$ cat src/rtl/mem_port_arbiter.sv
// Shares one single-port synchronous RAM between instruction fetch and load/store.
// Data side wins ties unless fetch has lost STARVE_LIMIT arbitrations in a row.
module mem_port_arbiter #(
  parameter int ADDR_W       = 10,
  parameter int DATA_W       = 32,
  parameter int STARVE_LIMIT = 4
) (
  input  logic              CLK,
  input  logic              RSTn,
  input  logic              if_req,
  input  logic [ADDR_W-1:0] if_addr,
  output logic              if_gnt,
  output logic              if_rvalid,
  output logic [DATA_W-1:0] if_rdata,
  input  logic              d_req,
  input  logic              d_we,
  input  logic [ADDR_W-1:0] d_addr,
  input  logic [DATA_W-1:0] d_wdata,
  output logic              d_gnt,
  output logic              d_rvalid,
  output logic [DATA_W-1:0] d_rdata,
  output logic              mem_en,
  output logic              mem_we,
  output logic [ADDR_W-1:0] mem_addr,
  output logic [DATA_W-1:0] mem_wdata,
  input  logic [DATA_W-1:0] mem_rdata
);

  localparam logic [1:0] OWN_NONE = 2'd0;
  localparam logic [1:0] OWN_IF   = 2'd1;
  localparam logic [1:0] OWN_D    = 2'd2;

  logic [3:0] starve_cnt_q, starve_cnt_d;
  logic [1:0] resp_owner_q, resp_owner_d;
  logic       force_if;

  assign force_if = (starve_cnt_q >= 4'(STARVE_LIMIT));

  always_ff @(posedge CLK or negedge RSTn) begin
    if (!RSTn) begin
      starve_cnt_q <= 4'd0;
      resp_owner_q <= OWN_NONE;
    end else begin
      starve_cnt_q <= starve_cnt_d;
      resp_owner_q <= resp_owner_d;
    end
  end

  // Grants are gated by RSTn so nothing reaches the RAM while reset is held.
  always_comb begin
    if_gnt = 1'b0;
    d_gnt  = 1'b0;
    if (RSTn) begin
      if (d_req && !(if_req && force_if)) d_gnt  = 1'b1;
      else if (if_req)                    if_gnt = 1'b1;
    end
  end

  always_comb begin
    starve_cnt_d = starve_cnt_q;
    if (if_gnt || !if_req) begin
      starve_cnt_d = 4'd0;
    end else if (d_gnt && (starve_cnt_q != 4'hF)) begin
      starve_cnt_d = starve_cnt_q + 4'd1;
    end

    resp_owner_d = OWN_NONE;
    if (if_gnt)              resp_owner_d = OWN_IF;
    else if (d_gnt && !d_we) resp_owner_d = OWN_D;
  end

  always_comb begin
    mem_en    = if_gnt | d_gnt;
    mem_we    = d_gnt & d_we;
    mem_addr  = '0;
    mem_wdata = '0;
    if (d_gnt) begin
      mem_addr  = d_addr;
      mem_wdata = d_wdata;
    end else if (if_gnt) begin
      mem_addr  = if_addr;
    end

    // Read data is steered to whoever owned last cycle's read access.
    if_rvalid = (resp_owner_q == OWN_IF);
    d_rvalid  = (resp_owner_q == OWN_D);
    if_rdata  = if_rvalid ? mem_rdata : '0;
    d_rdata   = d_rvalid  ? mem_rdata : '0;
  end

endmodule

$ cat config.mk
export PLATFORM = sky130hd
export DESIGN_NAME = mem_port_arbiter
export DESIGN_NICKNAME = d
export VERILOG_FILES = /design/src/rtl/mem_port_arbiter.sv
export SDC_FILE = /design/constraint.sdc
export NUM_CORES = 1
export LEC_CHECK = 0
export BUFFER_PORTS_ARGS = -buffer_cell sky130_fd_sc_hd__buf_2
export CORE_AREA = 4 4 75 77
export CTS_CLUSTER_DIAMETER = 50
export CTS_CLUSTER_SIZE = 8
export DETAILED_ROUTE_END_ITERATION = 8
export DIE_AREA = 0 0 79 81
export MAX_ROUTING_LAYER = met4
export PLACE_DENSITY = 0.75
export SETUP_SLACK_MARGIN = 0.3
export SLEW_MARGIN = 20
export SYNTH_ARGS = -nofsm -noshare
export SYNTH_HDL_FRONTEND = slang
export SYNTH_SLANG_ARGS = --single-unit
$ cat constraint.sdc
create_clock -name CLK -period 1.5 [get_ports CLK]
set_input_delay 0.3 -clock CLK [delete_from_list [all_inputs] [get_ports CLK]]
set_output_delay 0.3 -clock CLK [all_outputs]
set_load 0.01 [all_outputs]
==> impl_results.md, run 1 <==
- Die width: 79 um
- Status: finished, violations left
- Post-Syn Area: 1360 um^2
- Final Hold Vio Count: 0
- Synthesis Warnings: 0
- CP cell instances: buf_4 -> nor3b_4 -> buf_6 -> o22ai_2 -> buf_2
- P_leak: 1.75 nW
- Number of global-route vias before repair: 1988
- RSZ-0062 raised after global routing: true
- Core area: 5010 um^2
- Area contributors post-synth: and2_1 (29%), nor3b_2 (26%), dfrtp_1 (11%)
- Max Cap Viol: 0
- Total Routing Usage GR: 0.188
- Num rows: 26
- Post-Route WL: 6.88 mm
- RePlAce Congestion: 0.719
- Wire per inst: 15.0 um
- Hpwl dp: 5.07 mm
- Power per cell area: 319 nW/um^2
- Synthesis-stage register bit count: 6
- Max FO, Critical Path: 7
- Cells after synthesis: 176
- Max rail drop VDD: 0.295 mV
- Failing checks: negative setup slack
- Most common cell after layout, fill and taps aside: buf_2
- Dominant cell type by area after synthesis: and2_1
- Initial antenna violation count: 1
- CTS sink cnt: 6
- Global-route wire length before repair: 9.56 mm
- WP data arrival: 1.40 ns
- Number of distinct library cells after synthesis: 20
- Post-Layout Cell Count: 459
- CTS Buffer Depth: 2
- Worst endpoint required time: 1.20 ns
- PnR Total Power: 1.06 mW
- Worst-skew pair later-pin latency: 0.22 ns
- Worst Tran Pin Value: 0.298 ns
- Post-route ant nets: 0
- Worst hold slack: 0.121 ns
- Most frequent cells in the layout: buf_2 (175), and2_1 (46), buf_6 (30)
- Largest net degree at the start of global routing: 34
- Final Skew: 0.000971 ns
- CTS tree: yes
- Initial Utilization: 0.272
- Yosys top cell area share: 0.294
- GRT overflow: 0
- Die area: 6400 um^2
- Area delta synth->final: 143%
- Layout cells sized above 1: 0.781
- Worst Setup Start Kind: flip-flop
- Total negative setup slack: -11.64 ns
- Via/cell ratio: 4.67
- Sequential fraction of the synthesis area: 0.110
- Nature of the critical path endpoint: output pin
- I/O pin total: 201
- Relative slew slack: 0.801
- Peak Freq: 590 MHz
- PortBufs: 200
- Critical-path top delay cell: dfrtp_1
- Number of buffers created by CTS: 3
- Vias: 2145
- Worst min path class: in -> async
- Post-route setup slack: -0.196 ns
- Placed cells: 442
- Setup violators final: 110
- CTS HTree Levels: 1
- Root buffer cell: clkbuf_8
- Crit path largest cell delay: 0.38 ns
- Net count after synthesis: 266
- DR DRC count: 0
- Syn avg cell area: 7.75 um^2
- Tcrit/Tclk final: 1.13
- Tmin final: 1.70 ns
- Pre-antenna DRT Iters: 4
- Clk slew on worst S/H paths: 0.03 ns
- Die Ht: 81 um
- Nets: 480
- Final slew viol count: 0
- Hold Buf Count CTS: 0
- Crit path kind: reg -> out
- DR iter-0 viols: 32
- Final Util: 0.663
-- Yosys cell counts (all sizes together) --
master and number:
and2 64, nand3 22, nand3b 2, or3b 1, ha 1, nor3b 34
buf 16, nor2b 2, nand2 4, nor2 3, o21ai 1, nor3 1
dfrtp 6, o31ai 1, o22ai 11, o21a 2, clkbuf 5
-- final cells by class --
| type | instances | area (um^2) |
|---|---|---|
| fill | 418 | 1690 |
| timing repair buffer | 230 | 1570 |
| multi-input combinational | 149 | 1470 |
| sequential | 6 | 150 |
| tap | 70 | 87.6 |
| clock buffer | 3 | 41.3 |
| antenna | 1 | 2.50 |
-- metal layers --
layer,up-vias,wire length (um),part of all wire,global-route usage
li1,1029,-,-,-
met1,976,2360,0.34,0.186
met2,126,3820,0.56,0.367
met3,14,565,0.082,0.0421
met4,0,133,0.019,0.0533
met5,-,0,0,-
-- metrics by stage --
step / area, um^2 / setup WS (ns)
6_report: 3320 / -0.196
5_1_grt: 3320 / -0.267
4_1_cts: 3010 / -0.216
3_5_place_dp: 2810 / 0.00415
3_3_place_gp: 2810 / 0.0337
2_1_floorplan: 1660 / 0.136
-- worst max-delay path: cells and delay by family (launching register included) --
family | cells | cell delay, ns
buf+inv | 3 | 0.47
simple gates | 1 | 0.24
flops | 1 | 0.38
compound gates | 1 | 0.09
-- worst paths after layout --
kind / from / endpoint / slack [ns] / cells past startpoint
worst max-delay path: starve_cnt_q[2] / mem_addr[5] / -0.20 / 5
min in group CLK: d_we / resp_owner_q[1] / 0.26 / 2
worst min register to register: starve_cnt_q[1] / starve_cnt_q[1] / 0.53 / 2
max in group asynchronous: RSTn / resp_owner_q[0] / 1.22 / 2
worst min-delay path: RSTn / starve_cnt_q[2] / 0.12 / 2
worst max register to register: starve_cnt_q[2] / starve_cnt_q[0] / 0.26 / 3
-- report_power, final --
| group | switching, mW | internal [mW] |
|---|---|---|
| combinational | 0.282 | 0.371 |
| clock | 0.0642 | 0.172 |
| sequential | 0.00448 | 0.167 |
| total | 0.350 | 0.710 |
-- registers in the layout, indices dropped and copies added (netlist names) --
name / count
resp_owner_q: 2
starve_cnt_q: 4
-- logic make-up (layout without fill, tap and decap cells) --
logic type / after synthesis / count (layout) / synth area share
flip-flops: 6 / 6 / 0.110
adder cells (fa/ha/maj): 1 / 1 / 0.00917
other: 0 / 1 / 0
AND/OR/NAND/NOR: 133 / 133 / 0.714
AO/OA/AOI/OAI: 15 / 15 / 0.0743
buffers and inverters: 21 / 233 / 0.0927
-- repair_timing --
action / CTS / global route
gates cloned: 2 / 3
pin swaps: 5 / 12
endpoints found under the setup margin: 116 / 115
buffers inserted: 5 / 3
resized for setup: 18 / 55
No activity file was read; power rests on OpenSTA's default activity.
==> inputs of run 2 (changes only) <==
--- a/config.mk
+++ b/config.mk
@@ -5,14 +5,15 @@
 export SDC_FILE = /design/constraint.sdc
 export NUM_CORES = 1
 export LEC_CHECK = 0
+export ABC_AREA = 1
 export BUFFER_PORTS_ARGS = -buffer_cell sky130_fd_sc_hd__buf_2
-export CORE_AREA = 4 4 75 77
+export CORE_AREA = 4 4 76 78
 export CTS_CLUSTER_DIAMETER = 50
 export CTS_CLUSTER_SIZE = 8
 export DETAILED_ROUTE_END_ITERATION = 8
-export DIE_AREA = 0 0 79 81
+export DIE_AREA = 0 0 80 82
 export MAX_ROUTING_LAYER = met4
-export PLACE_DENSITY = 0.75
+export PLACE_DENSITY = 0.68
 export SETUP_SLACK_MARGIN = 0.3
 export SLEW_MARGIN = 20
 export SYNTH_ARGS = -nofsm -noshare
==> run 2 against run 1 <==
The flow still finishes with violations (negative setup slack). Global-route usage up 0.83 points. Core utilization up 6.3 points. Synthesized cell count up 41%. Fmax down 3.2%. Critical path depth up 2. Design area up 11%. Clock skew down 0.00066 ns. Critical endpoint is now mem_wdata[13]. Largest power group unchanged.
==> impl_results.md, run 2 <==
- Status: finished, violations left
- Failing checks: negative setup slack
- Hpwl dp: 4.94 mm (-2.5%)
- Total negative setup slack: -14.28 ns (-2.64 ns)
- Tcrit/Tclk final: 1.17 (+0.0376)
- Power per cell area: 326 nW/um^2 (+2.2%)
- Dominant cell type by area after synthesis: nor2_1
- Root buffer cell: clkbuf_8
- Number of global-route vias before repair: 2304 (+16%)
- CTS tree: yes
- DR DRC count: 0 (unchanged)
- Wire per inst: 15.1 um (+0.99%)
- Post-route setup slack: -0.252 ns (-0.0564 ns)
- WP data arrival: 1.45 ns (+0.05 ns)
- Peak Freq: 571 MHz (-3.2%)
- Nets: 568 (+18%)
- RePlAce Congestion: 0.838 (+17%)
- Reg-to-Reg Start: starve_cnt_q[2]
- P_leak: 2.16 nW (+24%)
- Worst-case hold path end point: resp_owner_q[1]
- Synthesis Warnings: 0 (unchanged)
- Antenna cells: 0 (-1)
- Net count after synthesis: 338 (+27%)
- Area contributors post-synth: nor2_1 (35%), inv_1 (25%), nand2_1 (14%)
- R2R depth: 6 (+3)
- Post-synth EDFFs: 0 (unchanged)
- Crit path kind: reg -> out
- Setup violators final: 103 (-6.4%)
- Post-route cell area: 3680 um^2 (+11%)
- Total Routing Usage GR: 0.196 (+0.00830)
- Largest net degree at the start of global routing: 13 (-62%)
- Die width: 80 um (+1.3%)
- Crit Reg-Reg Endpoint: starve_cnt_q[3]
- Num rows: 26 (unchanged)
- Largest family of logic cells by synthesized area: simple AND/OR/NAND/NOR gates
- Post-synthesis async set-or-reset flop share: 1.00 (unchanged)
- Max Cap Viol: 0 (unchanged)
- Tmin final: 1.75 ns (+0.0564 ns)
- Adder-cell share of the synthesized area: 0.0112 (+0.00206)
- Most common cell after layout, fill and taps aside: buf_2
- Initial Utilization: 0.219 (-0.0528)
- Sequential fraction of the synthesis area: 0.135 (+0.0247)
- Post-Syn Area: 1110 um^2 (-18%)
- Nature of the critical path endpoint: output pin
- Die area: 6560 um^2 (+2.5%)
- Post-synthesis mux area share: 0 (unchanged)
- Final slew viol count: 0 (unchanged)
- Worst Setup Start Kind: flip-flop
- Ys flop type: dfrtp_1
- CTS HTree Levels: 1 (unchanged)
- Clk slew on worst S/H paths: 0.03 ns (about the same)
- RSZ-0062 raised after global routing: true
- Post-synth top cells: nor2_1 (103), inv_1 (73), nand2_1 (42)
- Simple-gate share of the synthesized area: 0.538 (-0.176)
- I/O pin total: 201 (unchanged)
- Most numerous cell in the Yosys netlist: nor2_1
- Die Ht: 82 um (+1.2%)
- GRT overflow: 0 (unchanged)
- CTS Buffer Depth: 2 (unchanged)
- Number of buffers created by CTS: 3 (unchanged)
- Post-Route WL: 8.26 mm (+20%)
- Area delta synth->final: 231%
- Final Skew: 0.000312 ns (-0.000660 ns)
- Largest regs: starve_cnt_q (4), resp_owner_q (2)
- Yosys top cell area share: 0.347 (+0.0536)
- Global-route wire length before repair: 10.1 mm (+5.3%)
- Worst endpoint required time: 1.20 ns (about the same)
- DR iter-0 viols: 23 (-28%)
- Synth Area in XOR/XNOR: 0.00787 (+0.00787)
- Max rail drop VDD: 0.238 mV (-19%)
- Core area: 5070 um^2 (+1.3%)
- Relative slew slack: 0.804 (+0.00239)
- Complex-gate fraction of the synthesized area: 0.00449 (-0.0698)
- Final Hold Vio Count: 0 (unchanged)
- Layout cells sized above 1: 0.777 (-0.00362)
- CTS sink cnt: 6 (unchanged)
- Number of distinct library cells after synthesis: 17 (-15%)
- Cells after synthesis: 248 (+41%)
- Hold Crit Depth: 2
- Most frequent cells in the layout: buf_2 (139), inv_1 (69), buf_6 (68)
- Dpl ws: -0.0706 ns (-0.0748 ns)
- Biggest register: starve_cnt_q
- PortBufs: 200 (unchanged)
- Worst Tran Pin Value: 0.294 ns (-0.00456 ns)
- Worst R2R Setup Slack: 0.22 ns (-0.04 ns)
- Max reg flops: 4 (unchanged)
- Via/cell ratio: 4.36 (-6.7%)
- Vias: 2380 (+11%)
- Synthesis-stage register bit count: 6 (unchanged)
- Worst-skew pair later-pin latency: 0.22 ns (about the same)
- Placed Area: 2530 um^2 (-10%)
- Worst min path class: in -> reg
- Post-route ant nets: 0 (unchanged)
- Hold Crit Start: d_we
- Max FO, Critical Path: 7 (unchanged)
- Syn avg cell area: 4.49 um^2 (-42%)
- Pre-antenna DRT Iters: 4 (unchanged)
- Initial antenna violation count: 0 (-1)
run 2: changes by cell type in the layout (fill, tap and decap cells not counted), sizes merged, moves of 7 or more:
cell,before,now
inv,0,74
nor3b,34,1
nand3,22,1
buf,228,235
o22ai,11,0
nand2,4,43
nor2,3,104
and2,64,0
run 2: power breakdown:
group	leakage, nW	total (mW)	switching (mW)	internal (mW)
sequential	0.0805	0.172	0.00390	0.168
clock	0.0216	0.235	0.0628	0.172
combinational	2.05	0.796	0.410	0.385
run 2: worst max path at each step:
stage / depth (start not counted) / slack [ns] / endpoint / startpoint
final: 7 / -0.25 / mem_wdata[13] / starve_cnt_q[3]
after global routing: 7 / -0.33 / mem_wdata[13] / starve_cnt_q[2]
after CTS: 8 / -0.26 / mem_addr[4] / starve_cnt_q[3]
after detailed placement: 8 / -0.07 / mem_addr[0] / if_req
after global placement: 8 / -0.01 / mem_addr[9] / if_req
after floorplan: 6 / 0.10 / mem_wdata[22] / starve_cnt_q[2]
run 2: metal layers:
layer	routed length, um	GRT usage	vias to the layer above
met2	4470	0.380	159
met4	323	0.0997	0
met5	0	-	-
met1	2760	0.185	1054
li1	-	-	1134
met3	700	0.0351	33
run 2: kinds of logic after synthesis:
| kind of cell | Yosys count |
|---|---|
| xor gates and xnor gates | 1 |
| adders and majority gates | 1 |
| buffers and inverters | 86 |
| DFF | 6 |
| and+or+nand+nor | 153 |
| AOI/OAI and AO/OA | 1 |
run 2: cell type report:
class                      instances  area, um^2
fill                             388        1390
multi-input combinational        156        1210
tap                               70        87.6
timing repair buffer             236        1890
clock buffer                       3        41.3
inverter                          75         300
sequential                         6         151
run 2: through the flow:
stage                     utilization  total power [mW]  std cells  hold slack [ns]
after global routing            0.726              1.28        546            0.266
after floorplan                     -             0.446        248          0.00441
final                           0.726              1.20        546            0.270
after global placement          0.498             0.693        519            0.227
after detailed placement        0.498             0.699        519            0.231
after CTS                       0.638              1.10        543            0.242
run 2: critical path, cell delays in order (launching register included):
cell and delay [ns]:
dfrtp_1 0.40, nor2_1 0.10, nor2_1 0.05, nor2_2 0.15, nand2_4 0.14, buf_6 0.18
nor2_2 0.08, buf_2 0.13
run 2: repair_timing:
action                     CTS  global route
gates resized for setup     93            93
hold buffers                 1             0
gates cloned                 6             0
hold endpoints to repair     6             0
pin swaps                   11             8
setup endpoints to repair  115           118
buffers inserted            14             3
==> inputs of run 3 (changes only) <==
--- a/config.mk
+++ b/config.mk
@@ -14,6 +14,7 @@
 export DIE_AREA = 0 0 80 82
 export MAX_ROUTING_LAYER = met4
 export PLACE_DENSITY = 0.68
+export RECOVER_POWER = 50
 export SETUP_SLACK_MARGIN = 0.3
 export SLEW_MARGIN = 20
 export SYNTH_ARGS = -nofsm -noshare
==> run 3 against run 2 <==
The flow still finishes with violations (negative setup slack). Count of clock-buffer cells in the layout is the same. Core utilization is essentially flat. Power is essentially flat. Sequential cell count is the same. Die area is the same. Worst setup slack is the same. Clock skew is the same. Wire length is essentially flat. Global-route usage is the same. Highest routed layer unchanged.
==> impl_results.md, run 3 (same netlist as run 2, synthesis figures left out) <==
- Largest net degree at the start of global routing: 13 (unchanged)
- WP data arrival: 1.45 ns (about the same)
- I/O pin total: 201 (unchanged)
- Worst min path class: in -> reg
- CTS tree: yes
- Tmin final: 1.75 ns (unchanged)
- DR iter-0 viols: 23 (unchanged)
- Max rail drop VDD: 0.238 mV (about the same)
- Post-Layout Cell Count: 546 (unchanged)
- CP cell instances: nor2_1 -> nor2_1 -> nor2_2 -> nand2_4 -> buf_6 -> nor2_2 -> buf_2
- Max Cap Viol: 0 (unchanged)
- PortBufs: 200 (unchanged)
- CTS sink cnt: 6 (unchanged)
- Max reg flops: 4 (unchanged)
- Peak Freq: 571 MHz (unchanged)
- Worst-skew pair later-pin latency: 0.22 ns (about the same)
- Number of buffers created by CTS: 3 (unchanged)
- Crit path largest cell delay: 0.40 ns (about the same)
- Power per cell area: 326 nW/um^2 (about the same)
- Num rows: 26 (unchanged)
- Pre-antenna DRT Iters: 4 (unchanged)
- Post-Route WL: 8.26 mm (about the same)
- Biggest register: starve_cnt_q
- GRT overflow: 0 (unchanged)
- Max FO, Critical Path: 7 (unchanged)
- Nets: 568 (unchanged)
- P_leak: 2.15 nW (-0.13%)
- Total Routing Usage GR: 0.196 (unchanged)
- Setup violators final: 103 (unchanged)
- Layout cells sized above 1: 0.775 (-0.00210)
- Final Skew: 0.000312 ns (unchanged)
- Status: finished, violations left
- Relative slew slack: 0.804 (unchanged)
- DR DRC count: 0 (unchanged)
- Largest regs: starve_cnt_q (4), resp_owner_q (2)
- Area delta synth->final: 231% (about the same)
- Vias: 2380 (unchanged)
- Most common cell after layout, fill and taps aside: buf_2
- Die Ht: 82 um (unchanged)
- Most frequent cells in the layout: buf_2 (138), inv_1 (69), buf_6 (68)
- Clk slew on worst S/H paths: 0.03 ns (about the same)
- Total negative setup slack: -14.28 ns (+0.00780 ns)
- Hpwl dp: 4.94 mm (unchanged)
- Final slew viol count: 0 (unchanged)
- Antenna cells: 0 (unchanged)
- Final Hold Vio Count: 0 (unchanged)
- Worst Tran Pin Value: 0.294 ns (+0.000000596 ns)
- Worst Setup Start Kind: flip-flop
- RePlAce Congestion: 0.838 (unchanged)
- PnR Total Power: 1.20 mW (about the same)
- Placed Area: 2530 um^2 (unchanged)
- Initial antenna violation count: 0 (unchanged)
- Core area: 5070 um^2 (unchanged)
- Nature of the critical path endpoint: output pin
- CTS Buffer Depth: 2 (unchanged)
- Number of global-route vias before repair: 2304 (unchanged)
- Crit path kind: reg -> out
- Placed cells: 519 (unchanged)
- CTS HTree Levels: 1 (unchanged)
- Critical-path top delay cell: dfrtp_1
- Die width: 80 um (unchanged)
- Initial Utilization: 0.219 (unchanged)
- Die area: 6560 um^2 (unchanged)
- Wire per inst: 15.1 um (about the same)
- RSZ-0062 raised after global routing: true
- Post-route setup slack: -0.252 ns (unchanged)
- Via/cell ratio: 4.36 (unchanged)
- Global-route wire length before repair: 10.1 mm (unchanged)
- Tcrit/Tclk final: 1.17 (unchanged)
- Root buffer cell: clkbuf_8
- Worst endpoint required time: 1.20 ns (about the same)
- # fillers: 389 (+0.26%)
- Post-route ant nets: 0 (unchanged)
- Failing checks: negative setup slack
- Post-route cell area: 3680 um^2 (about the same)
## run 3: cell types whose count changed in the layout (fill, tap and decap cells not counted), sizes merged
cell and delta:
clkbuf +1, buf -1
## run 3: area by class of cell
cell class | count | area [um^2] | share of cell area
Multi-Input combinational cell | 156 | 1210 | 0.329
Tap cell | 70 | 87.6 | 0.0238
Inverter | 75 | 300 | 0.0816
Timing Repair Buffer | 236 | 1890 | 0.514
Sequential cell | 6 | 151 | 0.0411
Clock buffer | 3 | 41.3 | 0.0112
## run 3: stage by stage
stage	hold slack (ns)	setup WS [ns]	util
detailed placement	0.231	-0.0706	0.498
global route	0.266	-0.332	0.725
global placement	0.227	-0.0149	0.498
floorplan	0.00441	0.105	-
CTS	0.242	-0.260	0.638
finish	0.270	-0.252	0.725
## run 3: power by group
part | internal (mW) | leakage (nW) | total [mW] | switching (mW)
registers | 0.168 | 0.0805 | 0.172 | 0.00390
logic | 0.385 | 2.05 | 0.795 | 0.410
clock network | 0.172 | 0.0216 | 0.235 | 0.0628
## run 3: final timing paths
| check | startpoint | end | slack, ns | cells past startpoint |
|---|---|---|---|---|
| max in group asynchronous | RSTn | resp_owner_q[0] | 0.57 | 3 |
| worst min-delay path | d_we | resp_owner_q[1] | 0.27 | 2 |
| worst min register to register | starve_cnt_q[3] | starve_cnt_q[3] | 0.57 | 2 |
| worst max-delay path | starve_cnt_q[3] | mem_wdata[13] | -0.25 | 7 |
| min in group asynchronous | RSTn | resp_owner_q[1] | 0.68 | 3 |
| worst max register to register | starve_cnt_q[2] | starve_cnt_q[3] | 0.22 | 6 |
## run 3: critical path: cells and delay by family, from the launching register on
family	cells	cell delay (ns)
buf+inv	2	0.31
flops	1	0.40
simple gates	5	0.52
## run 3: routing by layer
layer / global-route usage / wire length [um] / vias to the layer above
li1: - / - / 1134
met1: 0.185 / 2760 / 1054
met2: 0.380 / 4470 / 159
met3: 0.0351 / 695 / 33
met4: 0.0997 / 323 / 0
met5: - / 0 / -
## run 3: what timing repair did
| item | CTS | global route |
|---|---|---|
| gates cloned | 6 | 0 |
| endpoints found under the setup margin | 115 | 118 |
| buffers inserted | 14 | 3 |
| hold endpoints to repair | 6 | 0 |
| hold buffers | 1 | 0 |
| pin swaps | 11 | 8 |
| gates resized for setup | 93 | 93 |
